**config.mk**
```make
export PLATFORM = sky130hd
export DESIGN_NAME = gat_feat_readback
export DESIGN_NICKNAME = d
export VERILOG_FILES = /design/src/rtl/gat_pkg.sv /design/src/rtl/gat_rdback_fifo.sv /design/src/rtl/gat_feat_readback.sv
export SDC_FILE = /design/constraint.sdc
export NUM_CORES = 1
export LEC_CHECK = 0
export BUFFER_PORTS_ARGS = -buffer_cell sky130_fd_sc_hd__buf_2
export CAP_MARGIN = 10
export CORE_AREA = 2 2 198 151
export CTS_BUF_LIST = sky130_fd_sc_hd__clkbuf_8
export DETAILED_ROUTE_END_ITERATION = 8
export DIE_AREA = 0 0 200 153
export PLACE_DENSITY_LB_ADDON = 0.1
export SYNTH_ARGS = -nofsm -noshare
export SYNTH_HDL_FRONTEND = slang
export SYNTH_SLANG_ARGS = --single-unit
```
**constraint.sdc**
```tcl
create_clock -name clk -period 3.5 [get_ports clk]
set_input_delay 0.525 -clock clk [delete_from_list [all_inputs] [get_ports clk]]
set_output_delay 0.525 -clock clk [all_outputs]
set_load 0.005 [all_outputs]
```
**src/rtl/gat_pkg.sv**
```systemverilog
// Purpose : shared constants, FSM state type and address helper for the GAT feature readback path.
// Latency : n/a (package only).
// Backpressure: n/a (package only).
package gat_pkg;

  // Feature BRAM geometry (NUM_SUBGRAPHS * NUM_FEATURE_OUT for CORA).
  localparam int NEW_FEATURE_WIDTH_DFLT  = 32;
  localparam int NEW_FEATURE_DEPTH_DFLT  = 43328;
  localparam int NEW_FEATURE_ADDR_W_DFLT = $clog2(NEW_FEATURE_DEPTH_DFLT);
  localparam int RD_LATENCY_DFLT         = 2;

  typedef enum logic [1:0] {
    IDLE  = 2'd0,
    RUN   = 2'd1,
    DRAIN = 2'd2,
    DONE  = 2'd3
  } rdback_state_t;

  // The BRAM port is byte addressed with 32-bit words: word index -> byte address.
  function automatic logic [31:0] word_to_byte(input logic [31:0] word_idx);
    return word_idx << 2;
  endfunction

endpackage

```
**src/rtl/gat_rdback_fifo.sv**
```systemverilog
// Purpose : small synchronous skid FIFO holding feature words plus their tlast tag.
// Latency : one cycle from push to visible on the read side; read data is the head entry (show-ahead).
// Backpressure: push is dropped when full (the writer guarantees it never pushes on full); pop ignored when empty.
//
// Ports:
//   clk, rst_n          clock, asynchronous active-low reset
//   push, push_dat,     write strobe, data word and its tlast tag
//   push_last
//   pop                 consume the head entry
//   pop_dat, pop_last   head entry (valid only while !empty)
//   count, full, empty  occupancy and flags
module gat_rdback_fifo #(
  parameter int DATA_W  = 32,
  parameter int DEPTH   = 4,
  localparam int PW     = $clog2(DEPTH),
  localparam int CW     = PW + 1
) (
  input  logic              clk,
  input  logic              rst_n,
  input  logic              push,
  input  logic [DATA_W-1:0] push_dat,
  input  logic              push_last,
  input  logic              pop,
  output logic [DATA_W-1:0] pop_dat,
  output logic              pop_last,
  output logic [CW-1:0]     count,
  output logic              full,
  output logic              empty
);

  logic [DATA_W:0] mem [DEPTH];
  logic [PW-1:0]   wr_ptr_q;
  logic [PW-1:0]   rd_ptr_q;
  logic [CW-1:0]   count_q;
  logic            push_ok;
  logic            pop_ok;

  assign full    = (count_q == CW'(DEPTH));
  assign empty   = (count_q == '0);
  assign count   = count_q;
  assign push_ok = push && !full;
  assign pop_ok  = pop && !empty;

  assign {pop_last, pop_dat} = mem[rd_ptr_q];

  // Storage needs no reset: an entry is only read after it has been written.
  always_ff @(posedge clk) begin
    if (push_ok) begin
      mem[wr_ptr_q] <= {push_last, push_dat};
    end
  end

  always_ff @(posedge clk or negedge rst_n) begin
    if (!rst_n) begin
      wr_ptr_q <= '0;
      rd_ptr_q <= '0;
      count_q  <= '0;
    end else begin
      if (push_ok) begin
        wr_ptr_q <= wr_ptr_q + PW'(1);
      end
      if (pop_ok) begin
        rd_ptr_q <= rd_ptr_q + PW'(1);
      end
      // Simultaneous push and pop leaves the count unchanged.
      case ({push_ok, pop_ok})
        2'b10:   count_q <= count_q + CW'(1);
        2'b01:   count_q <= count_q - CW'(1);
        default: count_q <= count_q;
      endcase
    end
  end

endmodule

```
**src/rtl/gat_feat_readback.sv**
```systemverilog
// Purpose : drains conv2 output features from feature BRAM port B onto a 32-bit AXIS-style stream (tlast on final word).
// Latency : first beat valid RD_LATENCY+1 clocks after the edge that accepts start; 1 word/clock sustained.
// Backpressure: m_tready low stalls the stream; address issue stops once FIFO + in-flight reads fill the skid FIFO.
//
// Ports:
//   clk, rst_n               clock, asynchronous active-low reset
//   start                    begin readback (ignored unless idle)
//   num_words, base_word     transfer length and first word index, sampled on accepted start
//   busy, done               busy from accepted start to last beat accepted; done pulses one cycle afterwards
//   feat_bram_addrb          byte address to BRAM port B (bits[1:0] zero)
//   feat_bram_dout           BRAM read data, valid RD_LATENCY cycles after the address
//   m_tdata/m_tvalid/        output stream
//   m_tready/m_tlast
module gat_feat_readback
  import gat_pkg::*;
#(
  parameter int NEW_FEATURE_WIDTH  = NEW_FEATURE_WIDTH_DFLT,
  parameter int NEW_FEATURE_DEPTH  = NEW_FEATURE_DEPTH_DFLT,
  parameter int NEW_FEATURE_ADDR_W = $clog2(NEW_FEATURE_DEPTH),
  parameter int RD_LATENCY         = RD_LATENCY_DFLT,
  parameter int FIFO_DEPTH         = RD_LATENCY + 2
) (
  input  logic                          clk,
  input  logic                          rst_n,
  input  logic                          start,
  input  logic [NEW_FEATURE_ADDR_W:0]   num_words,
  input  logic [NEW_FEATURE_ADDR_W-1:0] base_word,
  output logic                          busy,
  output logic                          done,
  output logic [NEW_FEATURE_ADDR_W+1:0] feat_bram_addrb,
  input  logic [NEW_FEATURE_WIDTH-1:0]  feat_bram_dout,
  output logic [NEW_FEATURE_WIDTH-1:0]  m_tdata,
  output logic                          m_tvalid,
  input  logic                          m_tready,
  output logic                          m_tlast
);

  localparam int AW           = NEW_FEATURE_ADDR_W;
  localparam int NW           = AW + 1;
  localparam int FIFO_ENTRIES = 1 << $clog2(FIFO_DEPTH);
  localparam int FCW          = $clog2(FIFO_ENTRIES) + 1;
  localparam int OCW          = $clog2(FIFO_ENTRIES + RD_LATENCY + 2) + 1;

  localparam logic [NW-1:0]  DEPTH_N        = NW'(NEW_FEATURE_DEPTH);
  localparam logic [AW-1:0]  LAST_IDX       = AW'(NEW_FEATURE_DEPTH - 1);
  localparam logic [OCW-1:0] FIFO_ENTRIES_O = OCW'(FIFO_ENTRIES);

  typedef logic [RD_LATENCY-1:0] rd_pipe_t;

  rdback_state_t          state_q, state_d;
  logic [NW-1:0]          num_q;
  logic [NW-1:0]          issue_cnt_q;
  logic [NW-1:0]          ret_cnt_q;
  logic [NW-1:0]          num_clamped;
  logic [AW-1:0]          next_word_q;
  logic [AW-1:0]          base_idx;
  logic [AW-1:0]          issue_word;
  logic [AW-1:0]          issue_word_inc;
  logic [AW+1:0]          addrb_q;
  logic                   addr_live_q;
  rd_pipe_t               rd_pipe_q;
  logic                   busy_q;

  logic                   start_ok;
  logic                   first_issue;
  logic                   run_issue;
  logic                   issue_fire;
  logic                   pop_fire;
  logic                   push;
  logic                   push_last;
  logic [OCW-1:0]         inflight;
  logic [OCW-1:0]         occupancy;

  logic [FCW-1:0]               fifo_count;
  logic                         fifo_full;
  logic                         fifo_empty;
  logic [NEW_FEATURE_WIDTH-1:0] fifo_dat;
  logic                         fifo_last;

  // ---------------------------------------------------------------------------
  // Start handling and address generation
  // ---------------------------------------------------------------------------
  assign start_ok    = start && (state_q == IDLE);
  assign num_clamped = (num_words > DEPTH_N) ? DEPTH_N : num_words;
  assign base_idx    = (base_word > LAST_IDX) ? '0 : base_word;

  // The first address goes out on the same edge that accepts start, which is what
  // makes the first beat land RD_LATENCY+1 clocks after that edge.
  assign first_issue = start_ok && (num_clamped != '0);
  assign pop_fire    = m_tvalid && m_tready;

  // In-flight reads: the one currently on addrb plus those in the latency pipe.
  always_comb begin
    inflight = OCW'(addr_live_q);
    for (int i = 0; i < RD_LATENCY; i++) begin
      inflight = inflight + OCW'(rd_pipe_q[i]);
    end
  end

  // A pop in this cycle frees a slot, so it counts as credit; without it the
  // issue rule would stall every other cycle at full rate.
  assign occupancy = OCW'(fifo_count) + inflight - OCW'(pop_fire);

  assign run_issue      = (state_q == RUN) && (issue_cnt_q < num_q) && (occupancy < FIFO_ENTRIES_O);
  assign issue_fire     = first_issue || run_issue;
  assign issue_word     = first_issue ? base_idx : next_word_q;
  assign issue_word_inc = (issue_word == LAST_IDX) ? '0 : issue_word + AW'(1);

  // Return side: tlast is decided by the running count of returned words.
  assign push      = rd_pipe_q[RD_LATENCY-1];
  assign push_last = (ret_cnt_q == num_q - NW'(1));

  // ---------------------------------------------------------------------------
  // FSM
  // ---------------------------------------------------------------------------
  always_comb begin
    state_d = state_q;
    case (state_q)
      IDLE:    if (start) state_d = (num_clamped == '0) ? DONE : RUN;
      RUN:     if (issue_cnt_q == num_q) state_d = DRAIN;
      DRAIN:   if (pop_fire && m_tlast) state_d = DONE;
      DONE:    state_d = IDLE;
      default: state_d = IDLE;
    endcase
  end

  always_ff @(posedge clk or negedge rst_n) begin
    if (!rst_n) begin
      state_q     <= IDLE;
      num_q       <= '0;
      issue_cnt_q <= '0;
      ret_cnt_q   <= '0;
      next_word_q <= '0;
      addrb_q     <= '0;
      addr_live_q <= 1'b0;
      rd_pipe_q   <= '0;
      busy_q      <= 1'b0;
    end else begin
      state_q     <= state_d;
      addr_live_q <= issue_fire;
      rd_pipe_q   <= rd_pipe_t'({rd_pipe_q, addr_live_q});

      if (start_ok) begin
        num_q       <= num_clamped;
        ret_cnt_q   <= '0;
        issue_cnt_q <= first_issue ? NW'(1) : '0;
      end else begin
        if (run_issue) begin
          issue_cnt_q <= issue_cnt_q + NW'(1);
        end
        if (push) begin
          ret_cnt_q <= ret_cnt_q + NW'(1);
        end
      end

      if (issue_fire) begin
        addrb_q     <= (AW+2)'(word_to_byte(32'(issue_word)));
        next_word_q <= issue_word_inc;
      end

      // A zero-length request still shows busy for its single DONE cycle.
      if (start_ok) begin
        busy_q <= 1'b1;
      end else if ((state_q == DRAIN && pop_fire && m_tlast) || state_q == DONE) begin
        busy_q <= 1'b0;
      end
    end
  end

  // ---------------------------------------------------------------------------
  // Skid FIFO and stream glue
  // ---------------------------------------------------------------------------
  gat_rdback_fifo #(
    .DATA_W (NEW_FEATURE_WIDTH),
    .DEPTH  (FIFO_ENTRIES)
  ) u_fifo (
    .clk       (clk),
    .rst_n     (rst_n),
    .push      (push),
    .push_dat  (feat_bram_dout),
    .push_last (push_last),
    .pop       (pop_fire),
    .pop_dat   (fifo_dat),
    .pop_last  (fifo_last),
    .count     (fifo_count),
    .full      (fifo_full),
    .empty     (fifo_empty)
  );

  assign m_tvalid        = !fifo_empty;
  assign m_tdata         = fifo_empty ? '0 : fifo_dat;
  assign m_tlast         = !fifo_empty && fifo_last;
  assign feat_bram_addrb = addrb_q;
  assign busy            = busy_q;
  assign done            = (state_q == DONE);

  // The credit rule bounds FIFO + in-flight reads to the FIFO size.
  assert property (@(posedge clk) disable iff (!rst_n) !(push && fifo_full));

endmodule

```
==> metrics.yaml <==
logic_synthesis:
  yosys_warnings: 0
  syn_inst: 931
  syn_avg_cell_area_um2: 12.1
  syn_area_um2: 11300
  synth-edff-count: 132
  yosysSeqAreaShare: 0.563
  ys_ff_latch: 228
  synth.distinct_cells: 67
  synth_flop_cell: "edfxtp_1"
  ys_async_sr_fraction: 0.421
finish:
  fill_cells: 2682
  final_nets: 1215
  final_common_cell: "edfxtp_1"
  design_area_um2: 13600
  antenna_cells: 0
  final_cells: 1527
  drive_above_1_share: 0.276
  area_delta_synth_final_pct: 20.7
  layout_common_cells: "132 x edfxtp_1, 119 x buf_2, 95 x dfrtp_1"
clocking:
  cts_tree: "done"
  clkSlewWorstSetupHoldPaths_ns: 0.06
  cts_sinks: 228
  cts_buffers: 39
  htree_levels: 2
  cts.path.max_buffers: 3
  insertion_delay_ns: 0.55
  cts-root-buf: "clkbuf_8"
drt:
  via_per_inst: 5.14
  drtPass1Iterations: 5
  drt_iter0_markers: 506
  drc: 0
  routedWlPerCell_um: 17.9
  wl_um: 27300
  vias: 7850
  drtAntennaViolNets: 0
pwr:
  p_sw_frac: 0.351
  leakage_nw: 5.51
  p_int_w: 0.00647
  comb_power_share: 0.385
  p_seq_frac: 0.388
  clock_power_share: 0.227
  finalPower_w: 0.00996
  switching_power_w: 0.00349
  ir_drop_v: 0.000292
  cellPowerDensity_nw_per_um2: 730
setup_path:
  cp-start-kind: "register"
  worstSetupEndpointType: "register"
  path_class: "register to register"
  worstPathMaxFanout: 4
  worstPathRequired_ns: 3.97
  arrival_ns: 3.90
timing:
  period_minus_slack_ns: 3.43
  min_period_over_period: 0.981
  relSlewSlack: 0.508
  hold_viol: 0
  whs_ns: 0.188
  worstMarginPinSlew_ns: 0.736
  finClkSkew_ns: 0.0244
  max_freq_ghz: 0.291
  rsz0062_at_grt: "true"
  finalSetupViolCount: 0
  drv_slew: 0
global_route:
  grt_first_pass_wirelength_um: 43200
  grt_max_degree: 52
  grt_pass1_vias: 7762
  grt_overflow_total: 0
  antenna_found_initial: 0
  grt_use_total: 0.181
place:
  io_buffer_count: 120
  gp_congestion: 0.809
  dp_hpwl_um: 18500
  place_inst: 1447
  placedInstanceArea_um2: 12600
floorplan:
  dieWidth_um: 200
  fp.dieH_um: 153
  row_count: 54
  core_area_um2: 28700
  die-area_um2: 30600
  start_util: 0.393
  pin_count: 123
status:
  outcome: "finished clean"
hold_path:
  hold_class: "primary input to register"
run:
  cap_violations: 0
-- registers in the layout, summed over array words and instances (netlist names) --
signal / cells
u_fifo.mem: 132
issue_cnt_q: 17
num_q: 17
ret_cnt_q: 17
feat_bram_addrb: 16
next_word_q: 16
u_fifo.count: 3
rd_pipe_q: 2
state_q: 2
u_fifo.rd_ptr_q: 2
u_fifo.wr_ptr_q: 2
addr_live_q: 1
busy: 1
-- cells in the mapped netlist, types with 3 or more instances --
master | count | share of area
a22oi_1 | 4 | 0.0027
nor3_1 | 13 | 0.0058
clkbuf_1 | 29 | 0.0096
o211ai_1 | 4 | 0.0027
o21ai_0 | 65 | 0.029
or4_1 | 4 | 0.0027
mux4_2 | 33 | 0.066
buf_4 | 4 | 0.0027
ha_1 | 36 | 0.040
inv_1 | 46 | 0.015
xor2_1 | 26 | 0.020
nor4_1 | 8 | 0.0044
nor4_2 | 3 | 0.0033
nand3_1 | 32 | 0.014
nor3b_1 | 3 | 0.0020
nand4_1 | 29 | 0.016
mux2_2 | 6 | 0.0060
dfrtp_1 | 96 | 0.21
and2_1 | 41 | 0.023
mux2i_1 | 21 | 0.019
xnor2_1 | 37 | 0.029
and3_1 | 15 | 0.0083
nand2_1 | 74 | 0.025
o21a_1 | 4 | 0.0027
a21o_1 | 3 | 0.0020
nor2b_1 | 5 | 0.0028
nor2_1 | 40 | 0.013
nor4b_1 | 3 | 0.0023
o31ai_1 | 4 | 0.0027
edfxtp_1 | 132 | 0.35
buf_2 | 8 | 0.0035
or3_1 | 19 | 0.011
a21oi_1 | 34 | 0.015
a31oi_1 | 8 | 0.0044
-- logic make-up (layout without fill, tap and decap cells) --
| kind of cell | count (synthesis) | after routing | share of synthesized area |
|---|---|---|---|
| and+or+nand+nor | 300 | 300 | 0.142 |
| adders and majority gates | 38 | 38 | 0.0434 |
| DFF | 228 | 228 | 0.563 |
| other | 1 | 2 | 0.000332 |
| xor gates and xnor gates | 63 | 63 | 0.0488 |
| AOI/OAI and AO/OA | 149 | 149 | 0.0786 |
| muxes | 61 | 61 | 0.0914 |
| buffers and inverters | 91 | 294 | 0.0324 |
-- per-stage QoR --
| step | TNS, ns | util | setup slack, ns |
|---|---|---|---|
| 5_1_grt | -1.46 | 0.475 | -0.122 |
| 3_3_place_gp | 0 | 0.438 | 0.0314 |
| 4_1_cts | 0 | 0.464 | 0.0280 |
| 3_5_place_dp | -0.0113 | 0.438 | -0.0113 |
| 2_1_floorplan | 0 | - | 0.00185 |
| 6_report | 0 | 0.475 | 0.0663 |
-- power groups by stage --
| stage | Combinational [W] | Clock [W] | Sequential, W |
|---|---|---|---|
| after floorplan | 0.00248 | 0 | 0.00373 |
| final | 0.00384 | 0.00226 | 0.00387 |
| after global placement | 0.00360 | 0 | 0.00392 |
| after global routing | 0.00429 | 0.00247 | 0.00394 |
| after CTS | 0.00363 | 0.00235 | 0.00387 |
| after detailed placement | 0.00361 | 0 | 0.00392 |
-- path summary, 6_finish.rpt --
kind / from / to / slack [ns] / cells past startpoint
max: u_fifo.count[1] / issue_cnt_q[16] / 0.07 / 14
min reg2reg: rd_pipe_q[0] / rd_pipe_q[1] / 0.38 / 0
min: feat_bram_dout[25] / u_fifo.mem[1][25] / 0.19 / 1
min in group asynchronous: rst_n / ret_cnt_q[11] / 0.56 / 2
max reg2reg: u_fifo.count[1] / issue_cnt_q[16] / 0.07 / 14
max in group asynchronous: rst_n / issue_cnt_q[15] / 2.23 / 3
-- layout make-up --
cell class / count / area (um^2) / area share
Tap cell: 392 / 490 / 0.0360
Clock buffer: 45 / 619 / 0.0454
Inverter: 48 / 180 / 0.0132
Timing Repair Buffer: 178 / 1130 / 0.0831
Sequential cell: 228 / 6370 / 0.467
Multi-Input combinational cell: 613 / 4740 / 0.348
Clock inverter: 23 / 101 / 0.00743
-- critical path: stages (launching register included) --
cell      delay (ns)
dfrtp_1         0.40
nor2_2          0.10
nand2_1         0.07
and2_4          0.17
ha_4            0.26
inv_2           0.03
fa_2            0.35
ha_4            0.24
a31o_1          0.23
nor3_2          0.20
a31oi_2         0.06
a211oi_2        0.31
nand4_1         0.22
or4_1           0.57
a21oi_2         0.13
-- repair_timing --
action | in CTS | in global routing
hold buffers | 1 | 0
endpoints found under the setup margin | 0 | 44
setup buffers | 0 | 8
endpoints found under the hold margin | 2 | 0
resized for setup | 0 | 71
-- routing by layer --
| layer | track usage | up-vias | share of wire |
|---|---|---|---|
| li1 | - | 3785 | - |
| met1 | 0.277 | 3846 | 0.50 |
| met2 | 0.259 | 189 | 0.43 |
| met3 | 0.0375 | 30 | 0.054 |
| met4 | 0.0483 | 0 | 0.016 |
| met5 | 0 | - | 0 |
No activity file was read; power rests on OpenSTA's default activity.
